===== config.mk =====
export PLATFORM = sky130hd
export DESIGN_NAME = instr_fetch
export DESIGN_NICKNAME = d
export VERILOG_FILES = /design/src/rtl/instr_fetch.sv
export SDC_FILE = /design/constraint.sdc
export NUM_CORES = 1
export LEC_CHECK = 0
export CAP_MARGIN = 5
export CORE_UTILIZATION = 47
export CTS_CLUSTER_SIZE = 30
export DETAILED_ROUTE_END_ITERATION = 12
export HOLD_SLACK_MARGIN = 0.06
export PLACE_DENSITY = 0.85
export SYNTH_ARGS = -nofsm -noshare
export SYNTH_HDL_FRONTEND = slang
export SYNTH_SLANG_ARGS = --single-unit
export TNS_END_PERCENT = 20

===== constraint.sdc =====
create_clock -name clk -period 3.2 [get_ports clk]
set_input_delay 0.48 -clock clk [delete_from_list [all_inputs] [get_ports clk]]
set_output_delay 0.48 -clock clk [all_outputs]
set_load 0.005 [all_outputs]

===== src/rtl/instr_fetch.sv =====
// Instruction fetch stage: holds the PC, fetches 32-bit words over a
// req/ack handshake, latches them into the IR, decodes fields, and applies
// jump / jr redirects when the decoder consumes the instruction.
//
// Handshake: imem_req is held high in S_REQ with imem_addr == pc; a cycle
// with imem_req && imem_ack transfers imem_rdata into the IR. instr_valid
// is high while the IR holds an unconsumed word; a cycle with
// instr_valid && dec_ready consumes it. Any ack seen while imem_req is low
// carries no data and is discarded.
module instr_fetch #(
  parameter logic [31:0] RESET_PC = 32'h0000_0000,
  parameter int          MAX_WAIT = 8,
  parameter int          WAIT_W   = 4
) (
  input  logic        clk,
  input  logic        reset,
  output logic        imem_req,
  output logic [31:0] imem_addr,
  input  logic        imem_ack,
  input  logic [31:0] imem_rdata,
  input  logic        dec_ready,
  input  logic        Muxif,
  input  logic        jr_sel,
  input  logic [31:0] jr_target,
  output logic        instr_valid,
  output logic [5:0]  Opcode,
  output logic [5:0]  Function,
  output logic [4:0]  rs,
  output logic [4:0]  rt,
  output logic [4:0]  rd,
  output logic [15:0] Imm,
  output logic [31:0] pc_plus4,
  output logic        fetch_err,
  output logic        align_err,
  output logic [1:0]  dbg_state
);

  typedef enum logic [1:0] {
    S_REQ   = 2'd0,
    S_HOLD  = 2'd1,
    S_RETRY = 2'd2
  } state_t;

  localparam logic [WAIT_W-1:0] WAIT_LAST = WAIT_W'(MAX_WAIT - 1);

  state_t            state;
  logic [31:0]       pc;
  logic [31:0]       ir;
  logic [WAIT_W-1:0] wait_cnt;

  // Fetch FSM: request, hold for the decoder, or back off one cycle on timeout.
  // imem_req resets low and is raised on the first clock after reset, so a
  // reset in the middle of a request drops it at once.
  always_ff @(posedge clk or negedge reset) begin
    if (!reset) begin
      state       <= S_REQ;
      pc          <= RESET_PC;
      ir          <= '0;
      instr_valid <= 1'b0;
      imem_req    <= 1'b0;
      wait_cnt    <= '0;
      pc_plus4    <= '0;
      fetch_err   <= 1'b0;
      align_err   <= 1'b0;
    end else begin
      fetch_err <= 1'b0;
      align_err <= 1'b0;
      case (state)
        S_REQ: begin
          if (!imem_req) begin
            imem_req <= 1'b1;
          end else if (imem_ack) begin
            // Ack wins even on the timeout-threshold cycle.
            ir          <= imem_rdata;
            instr_valid <= 1'b1;
            pc_plus4    <= pc + 32'd4;
            wait_cnt    <= '0;
            imem_req    <= 1'b0;
            state       <= S_HOLD;
          end else if (wait_cnt == WAIT_LAST) begin
            fetch_err <= 1'b1;
            wait_cnt  <= '0;
            imem_req  <= 1'b0;
            state     <= S_RETRY;
          end else begin
            wait_cnt <= wait_cnt + 1'b1;
          end
        end
        S_HOLD: begin
          if (dec_ready) begin
            instr_valid <= 1'b0;
            imem_req    <= 1'b1;
            state       <= S_REQ;
            if (!Muxif) begin
              pc <= pc_plus4;
            end else if (!jr_sel) begin
              pc <= {pc_plus4[31:28], ir[25:0], 2'b00};
            end else begin
              pc        <= {jr_target[31:2], 2'b00};
              align_err <= |jr_target[1:0];
            end
          end
        end
        S_RETRY: begin
          imem_req <= 1'b1;
          state    <= S_REQ;
        end
        default: begin
          imem_req <= 1'b0;
          state    <= S_REQ;
        end
      endcase
    end
  end

  assign imem_addr = pc;
  assign dbg_state = state;
  assign Opcode    = ir[31:26];
  assign Function  = ir[5:0];
  assign rs        = ir[25:21];
  assign rt        = ir[20:16];
  assign rd        = ir[15:11];
  assign Imm       = ir[15:0];

endmodule

Word level (Yosys, flattened, before mapping)
Index checks and enable logic that the tools add are counted.

Input port bits: 70. Register bits after elaboration: 106. Output and inout bits: 113. Logic and storage cells: 52.

Add/subtract/negate cells: 2. Reduce and logical (&&, ||, !) cells: 8. Mux-type cells: 26. Eq/ne operators: 7.

Operators with widths (count): $mux 32 (2); $add 32x3->32 const B (1); $mux 1 (15); $mux 2 (4); $mux 4 (2); $ne 2x2->1 const B (3); $reduce_and 3->1 (2); $add 4x1->4 const B (1); $eq 4x3->1 const B (1); $pmux 2 s2 (1); $reduce_and 2->1 (2); $reduce_and 4->1 (1); $ne 3x3->1 const B (1); $pmux 1 s3 (1); $eq 2x1->1 const B (1); $eq 2x2->1 const B (1); $logic_not 2->1 (1); $pmux 1 s2 (1); $reduce_bool 2->1 (1); $reduce_or 2->1 (1).

Longest topological paths before layout
Gate-level depths: netlist of run 1.

Depth in word-level cells: 5. Depth in mapped cells: 9. Mapped depth without buffers: 6.

Least setup slack after synthesis of run 1
Ideal clock, no wire load.

Path kind: flip-flop to flip-flop. Start: register pc[2], in the netlist imem_addr[2]. End: register pc_plus4[28]. Data arrival time: 1.906 ns. Stages on the path, launching flop included: 6. Buffers on the path: 0. Required time: 3.118 ns. Period minus slack after synthesis: 1.988 ns. Setup time: 0.082 ns. Slack: 1.212 ns. Cell sequence: dfrtp_1 > ha_1 > nand4_1 > or4_4 > or4_1 > a31oi_1.

Word-level cells in the longest chain between the ends: 1.

Ends and longest elaborated chain: start: declaration (RTL line 47) `logic [31:0] pc;`; start signal: assignment (RTL line 95) `pc <= pc_plus4;`; start signal: assignment (RTL line 97) `pc <= {pc_plus4[31:28], ir[25:0], 2'b00};`; start signal: assignment (RTL line 99) `pc <= {jr_target[31:2], 2'b00};`; $add 32x3->32 (RTL line 76) `pc_plus4 <= pc + 32'd4;`; end signal: assignment (RTL line 76); end: declaration (RTL line 32) `output logic [31:0] pc_plus4,`.

No other way between the ends. A chain may end at the register's enable or synchronous reset.

Worst setup path after layout of run 1
Start: register pc[3], in the netlist imem_addr[3]. End: register pc_plus4[28].

The elaborated chain is that of the path after synthesis.

==> results.md, run 1 <==
- Clk Latency, worst-skew pair: 0.37 ns
- YS warnings: 0
- Hold Fails Final Rpt: 0
- ANT cells: 0
- Core area: 0.01084 mm^2
- Drt first-iter violations: 268
- Hold_ws: 0.2638 ns
- H-tree levels: 3
- MaxCap Viol Count: 0
- Flops & latches, synth: 106
- DRT antenna net count: 0
- Sw Ratio: 38.16%
- Vias per cell: 5.479
- PnR worst setup slack: 0.8659 ns
- Crit path required time: 3.49 ns
- Crit. End Element: flip-flop
- Part of the power in combinational logic: 45.2%
- Die Y: 107.6 um
- Avg Inst Size Synth: 8.678 um^2
- Die area: 0.01158 mm^2
- Final wirelength: 14830 um
- EDFF count, synth: 0
- Dpl hpwl: 10730 um
- Total power: 6.205 mW
- Clock root buffer: clkbuf_8
- Routed len/inst: 16.52 um
- Die width: 107.6 um
- Post-Syn Nets: 679
- Setup CP Type: flip-flop to flip-flop
- Register share of total power: 42.8%
- Largest net degree at the start of global routing: 79
- Post-layout nets: 830
- Power share of the clock group: 12.0%
- Startpoint types: flip-flop
- RePlAce Congestion: 0.8468
- Number of global-route vias before repair: 4813
- Final number of max-transition violations: 0
- Final TNS setup: 0 ns
- Synth Instances: 604
- Starting Density: 48.35%
- Final setup violation count: 0
- Port bufs: 182
- GRT overflow: 0
- CTS Buf Count: 9
- RSZ-0062 raised after global routing: no
- Vias: 4920
- Synth cell types: 37
- Top FF cell, synth: dfrtp_1
- Pint: 3.837 mW
- Clk buf depth: 2
- DRT Pass-1 Iters: 5
- Maximum vdd drop: 0.0003811 V
- Sw power: 2.368 mW
- Synth area leaders: dfrtp_1 (51%), nand2_1 (14%), o21ai_0 (8.3%)
- Hold_buf cts: 0
- PwrDens: 857.7 mW/mm^2
- Clock transition at path regs: 0.11 ns
- CP Data Arrival Time: 2.62 ns
- Final Core Density: 66.74%
- Resize count post-CTS: 0
- HP Class: primary input to asynchronous set/reset pin
- Synth async-reset ratio: 100.0%
- Total Routing Usage GR: 26.68%
- Fmax: 0.4284 GHz
- Critical path peak fanout: 15
- Ports: 183
- Synth area leader: dfrtp_1
- DP Worst Slack: 0.8183 ns
- Minimum clock period after layout: 2.334 ns
- Final period utilization: 72.94%
- Status: finished clean
- Post-synthesis sequential area ratio: 50.61%
- Synth cell count leaders: nand2_1 (197), dfrtp_1 (106), o21ai_0 (87)
- Slew headroom: 28.56%
- # rows: 38
- Drt drc: 0
- TritonCTS clock tree: yes
- Share of layout cells above drive strength 1: 3.958%
- Measured slew at the worst slew-check pin: 1.068 ns
- Cell Area, Synth: 0.005241 mm^2
- Clk sinks: 106
- Share of the synthesized area in the top cell type: 50.61%
- Global-route wire length before repair: 24030 um
- Area grow syn2layout: 38.03%
- Cell with the most instances after synthesis: nand2_1
- Clock Skew: 0.01315 ns
- Leak: 3.143 nW
- Post-CTS setup buffer count: 0
- Initial antenna violation count: 0
metal layers:
layer / global-route usage (%) / up-vias / wire length, um
met5: 0 / - / 0
met4: 11.55 / 0 / 393
met3: 4.419 / 32 / 914
met2: 45.42 / 202 / 7446
met1: 33.41 / 2356 / 6078
li1: - / 2330 / -
cells by family (layout without fill, tap and decap cells):
logic type | Yosys count | count (layout) | share of synthesized area (%)
buf+inv | 54 | 208 | 4.894
mux | 31 | 31 | 5.920
flops | 106 | 106 | 50.61
fa+ha+maj | 5 | 5 | 1.194
simple gates | 281 | 281 | 23.49
compound gates | 115 | 115 | 11.89
xor+xnor | 12 | 12 | 2.005
cell type report:
class                   instances  area, um^2
inverters                       6       22.52
clock buffers                   9       123.9
multi-input cells             444        2341
well taps                     140       175.2
repair buffers                188        1879
clock inverters                 5       40.04
flip-flops and latches        106        2653
fillers                       890        3606
worst paths after layout:
kind,endpoint,slack [ns],start,cells after the start
setup / recovery,pc_plus4[28],0.87,imem_addr[3],5
hold / removal,ir[10],0.26,reset,1
setup reg to reg,pc_plus4[28],0.87,imem_addr[3],5
hold reg to reg,ir[30],0.48,ir[30],2
max in group asynchronous,pc_plus4[27],2.12,reset,2
min in group clk,ir[30],0.48,ir[30],2
per-stage QoR:
stage,cell area (um^2),instances
after floorplan,5241,604
after global placement,7071,884
after detailed placement,7071,884
after CTS,7234,898
after global routing,7234,898
final,7234,898
worst max-delay path, stage by stage (launching register included):
cell and delay, ns:
dfrtp_1 0.46, ha_1 0.24, nand4_1 0.27, or4_4 0.60, or4_1 0.52, a31oi_1 0.17
registers in the layout (all words and copies together), names as in the netlist:
| name | flops |
|---|---|
| ir | 32 |
| fetch_err | 1 |
| dbg_state | 2 |
| instr_valid | 1 |
| pc_plus4 | 32 |
| imem_addr | 32 |
| align_err | 1 |
| wait_cnt | 4 |
| imem_req | 1 |
power by group through the flow:
stage	Clock, mW	Sequential, mW	Combinational [mW]
5_1_grt	0.806	2.75	3.10
4_1_cts	0.754	2.64	2.84
2_1_floorplan	0	2.52	1.18
6_report	0.747	2.65	2.81
3_3_place_gp	0	2.63	2.71
3_5_place_dp	0	2.65	2.83
layout by cell type, fill, tap and decap left out, types with 8 or more instances in the layout:
cell,synthesis,final
dfrtp_1,106,106
or3_1,13,13
a31oi_1,16,16
o21ai_0,87,87
nand4_1,8,8
nand2_1,197,196
mux2i_1,31,31
xnor2_1,11,11
nor2_1,23,23
clkbuf_8,0,9
clkdlybuf4s50_1,0,179
nand3_1,11,10
No activity file was read; power rests on OpenSTA's default activity.
==> inputs of run 2 (changes only) <==
CORE_UTILIZATION = 46   (was 47)
PLACE_DENSITY = 0.83   (was 0.85)
clock period = 2.26 ns   (was 3.2 ns; I/O delays follow)
==> run 2 against run 1 <==
  * Utilization grew 1.0 points
  * Hold slack gained 0.22 ns
  * Non-clock buffer count grew 7
  * Power grew 51%
==> results.md, run 2 (synthesis gave the netlist of run 1 again) <==
- Status: finished clean
- Part of the power in combinational logic: 43.1%
- HP Class: flip-flop to flip-flop
- TritonCTS clock tree: yes
- Crit path required time: 2.53 ns
- Port bufs: 182
- Clk buf depth: 2
- Core area: 0.01098 mm^2
- MaxCap Viol Count: 0
- Commonest non-fill, non-tap cell in the layout: nand2_1
- Minimum clock period after layout: 2.136 ns
- Clk Latency, worst-skew pair: 0.34 ns
- DRT antenna net count: 0
- Routed len/inst: 16.58 um
- Measured slew at the worst slew-check pin: 0.6434 ns
- Dpl hpwl: 11090 um
- Die Y: 108.7 um
- DRT Pass-1 Iters: 5
- Final period utilization: 94.50%
- Final wirelength: 15040 um
- Area grow syn2layout: 42.01%
- Register share of total power: 39.9%
- Starting Density: 47.72%
- Placed cell area: 0.007128 mm^2
- Pint: 5.985 mW
- ANT cells: 0
- Crit. End Element: flip-flop
- Total Routing Usage GR: 26.60%
- RePlAce Congestion: 0.8853
- H-tree levels: 3
- Setup CP Type: flip-flop to flip-flop
- Post-CTS setup buffer count: 0
- Share of layout cells above drive strength 1: 4.954%
- RSZ-0062 raised after global routing: no
- Initial antenna violation count: 0
- Vias: 4847
- Number of global-route vias before repair: 4696
- Fin area: 0.007443 mm^2
- Slew headroom: 57.11%
- Clock transition at path regs: 0.07 ns
- Drt first-iter violations: 264
- Startpoint types: flip-flop
- Final number of max-transition violations: 0
- Die area: 0.01183 mm^2
- Vias per cell: 5.344
- Critical path peak fanout: 15
- Ports: 183
- Sw power: 3.384 mW
- # rows: 38
- Sw Ratio: 36.12%
- Clock Skew: 0.006361 ns
- Clk sinks: 106
- Clock root buffer: clkbuf_16
- CTS Buf Count: 9
- Final TNS setup: 0 ns
- Drt drc: 0
- Largest net degree at the start of global routing: 51
- Global-route wire length before repair: 24240 um
- Final setup violation count: 0
- Hold Fails Final Rpt: 0
- Power share of the clock group: 17.1%
- Fmax: 0.4682 GHz
- Die width: 108.7 um
- GRT overflow: 0
- Leak: 3.257 nW
- Most frequent cells in the layout: nand2_1 (196), clkdlybuf4s50_1 (179), dfrtp_1 (106), o21ai_0 (87), mux2i_1 (31)
- CP Data Arrival Time: 2.40 ns
- Maximum vdd drop: 0.0006824 V
- PwrDens: 1259 mW/mm^2
- Post-layout nets: 837
run 2: changes by cell type in the layout (fill, tap and decap cells not counted), sizes merged:
cell and change:
clkinv +3, buf +6, clkinvlp -2, clkbuf +2
bufinv +1, inv -2, dlygate4sd3 +1
run 2: area by class of cell:
type                            instances  area (um^2)
Multi-Input combinational cell        444         2341
Tap cell                              140        175.2
Clock inverter                          5        52.55
Clock buffer                           11        252.7
Timing Repair Buffer                  195         1947
Inverter                                6        22.52
Fill cell                             880         3540
Sequential cell                       106         2653
run 2: metal layers:
layer	track usage [%]	wire [um]	vias to the layer above
met2	42.77	7340	163
met3	5.260	971	21
li1	-	-	2348
met1	35.55	6386	2315
met5	0	0	-
met4	10.04	343	0
run 2: what timing repair did:
item,CTS,global route
hold endpoints to repair,47,0
gates resized for setup,0,0
hold buffers,1,0
run 2: through the flow:
| stage | cells | power, mW | worst slack [ns] | hold slack (ns) | util (%) |
|---|---|---|---|---|---|
| finish | 907 | 9.369 | 0.1243 | 0.4846 | 67.77 |
| global route | 907 | 10.04 | 0.004720 | 0.5208 | 67.77 |
| CTS | 907 | 9.414 | 0.1247 | 0.4896 | 67.77 |
| detailed placement | 890 | 7.794 | 0.1353 | 0.3974 | 64.90 |
| global placement | 890 | 7.618 | 0.1809 | 0.4000 | 64.90 |
| floorplan | 604 | 5.241 | 0.2718 | 0.04341 | - |
run 2: worst paths after layout:
path / startpoint / to / slack (ns) / cells past startpoint
worst max-delay path: imem_addr[2] / pc_plus4[28] / 0.12 / 5
worst min-delay path: ir[27] / ir[27] / 0.48 / 2
worst max register to register: imem_addr[2] / pc_plus4[28] / 0.12 / 5
worst min register to register: ir[27] / ir[27] / 0.48 / 2
max in group asynchronous: reset / pc_plus4[14] / 1.00 / 3
min in group asynchronous: reset / imem_addr[30] / 0.56 / 2
run 2: power groups by stage:
stage	clock [mW]	combinational (mW)	sequential, mW
floorplan	0	1.67	3.57
global placement	0	3.94	3.68
detailed placement	0	4.06	3.73
CTS	1.62	4.08	3.72
global route	1.70	4.47	3.86
finish	1.60	4.03	3.73
run 2: worst max-delay path: stages, from the launching register on:
cell,delay (ns)
dfrtp_1,0.42
ha_1,0.25
nand4_1,0.15
or4_4,0.55
or4_1,0.53
a31oi_1,0.16
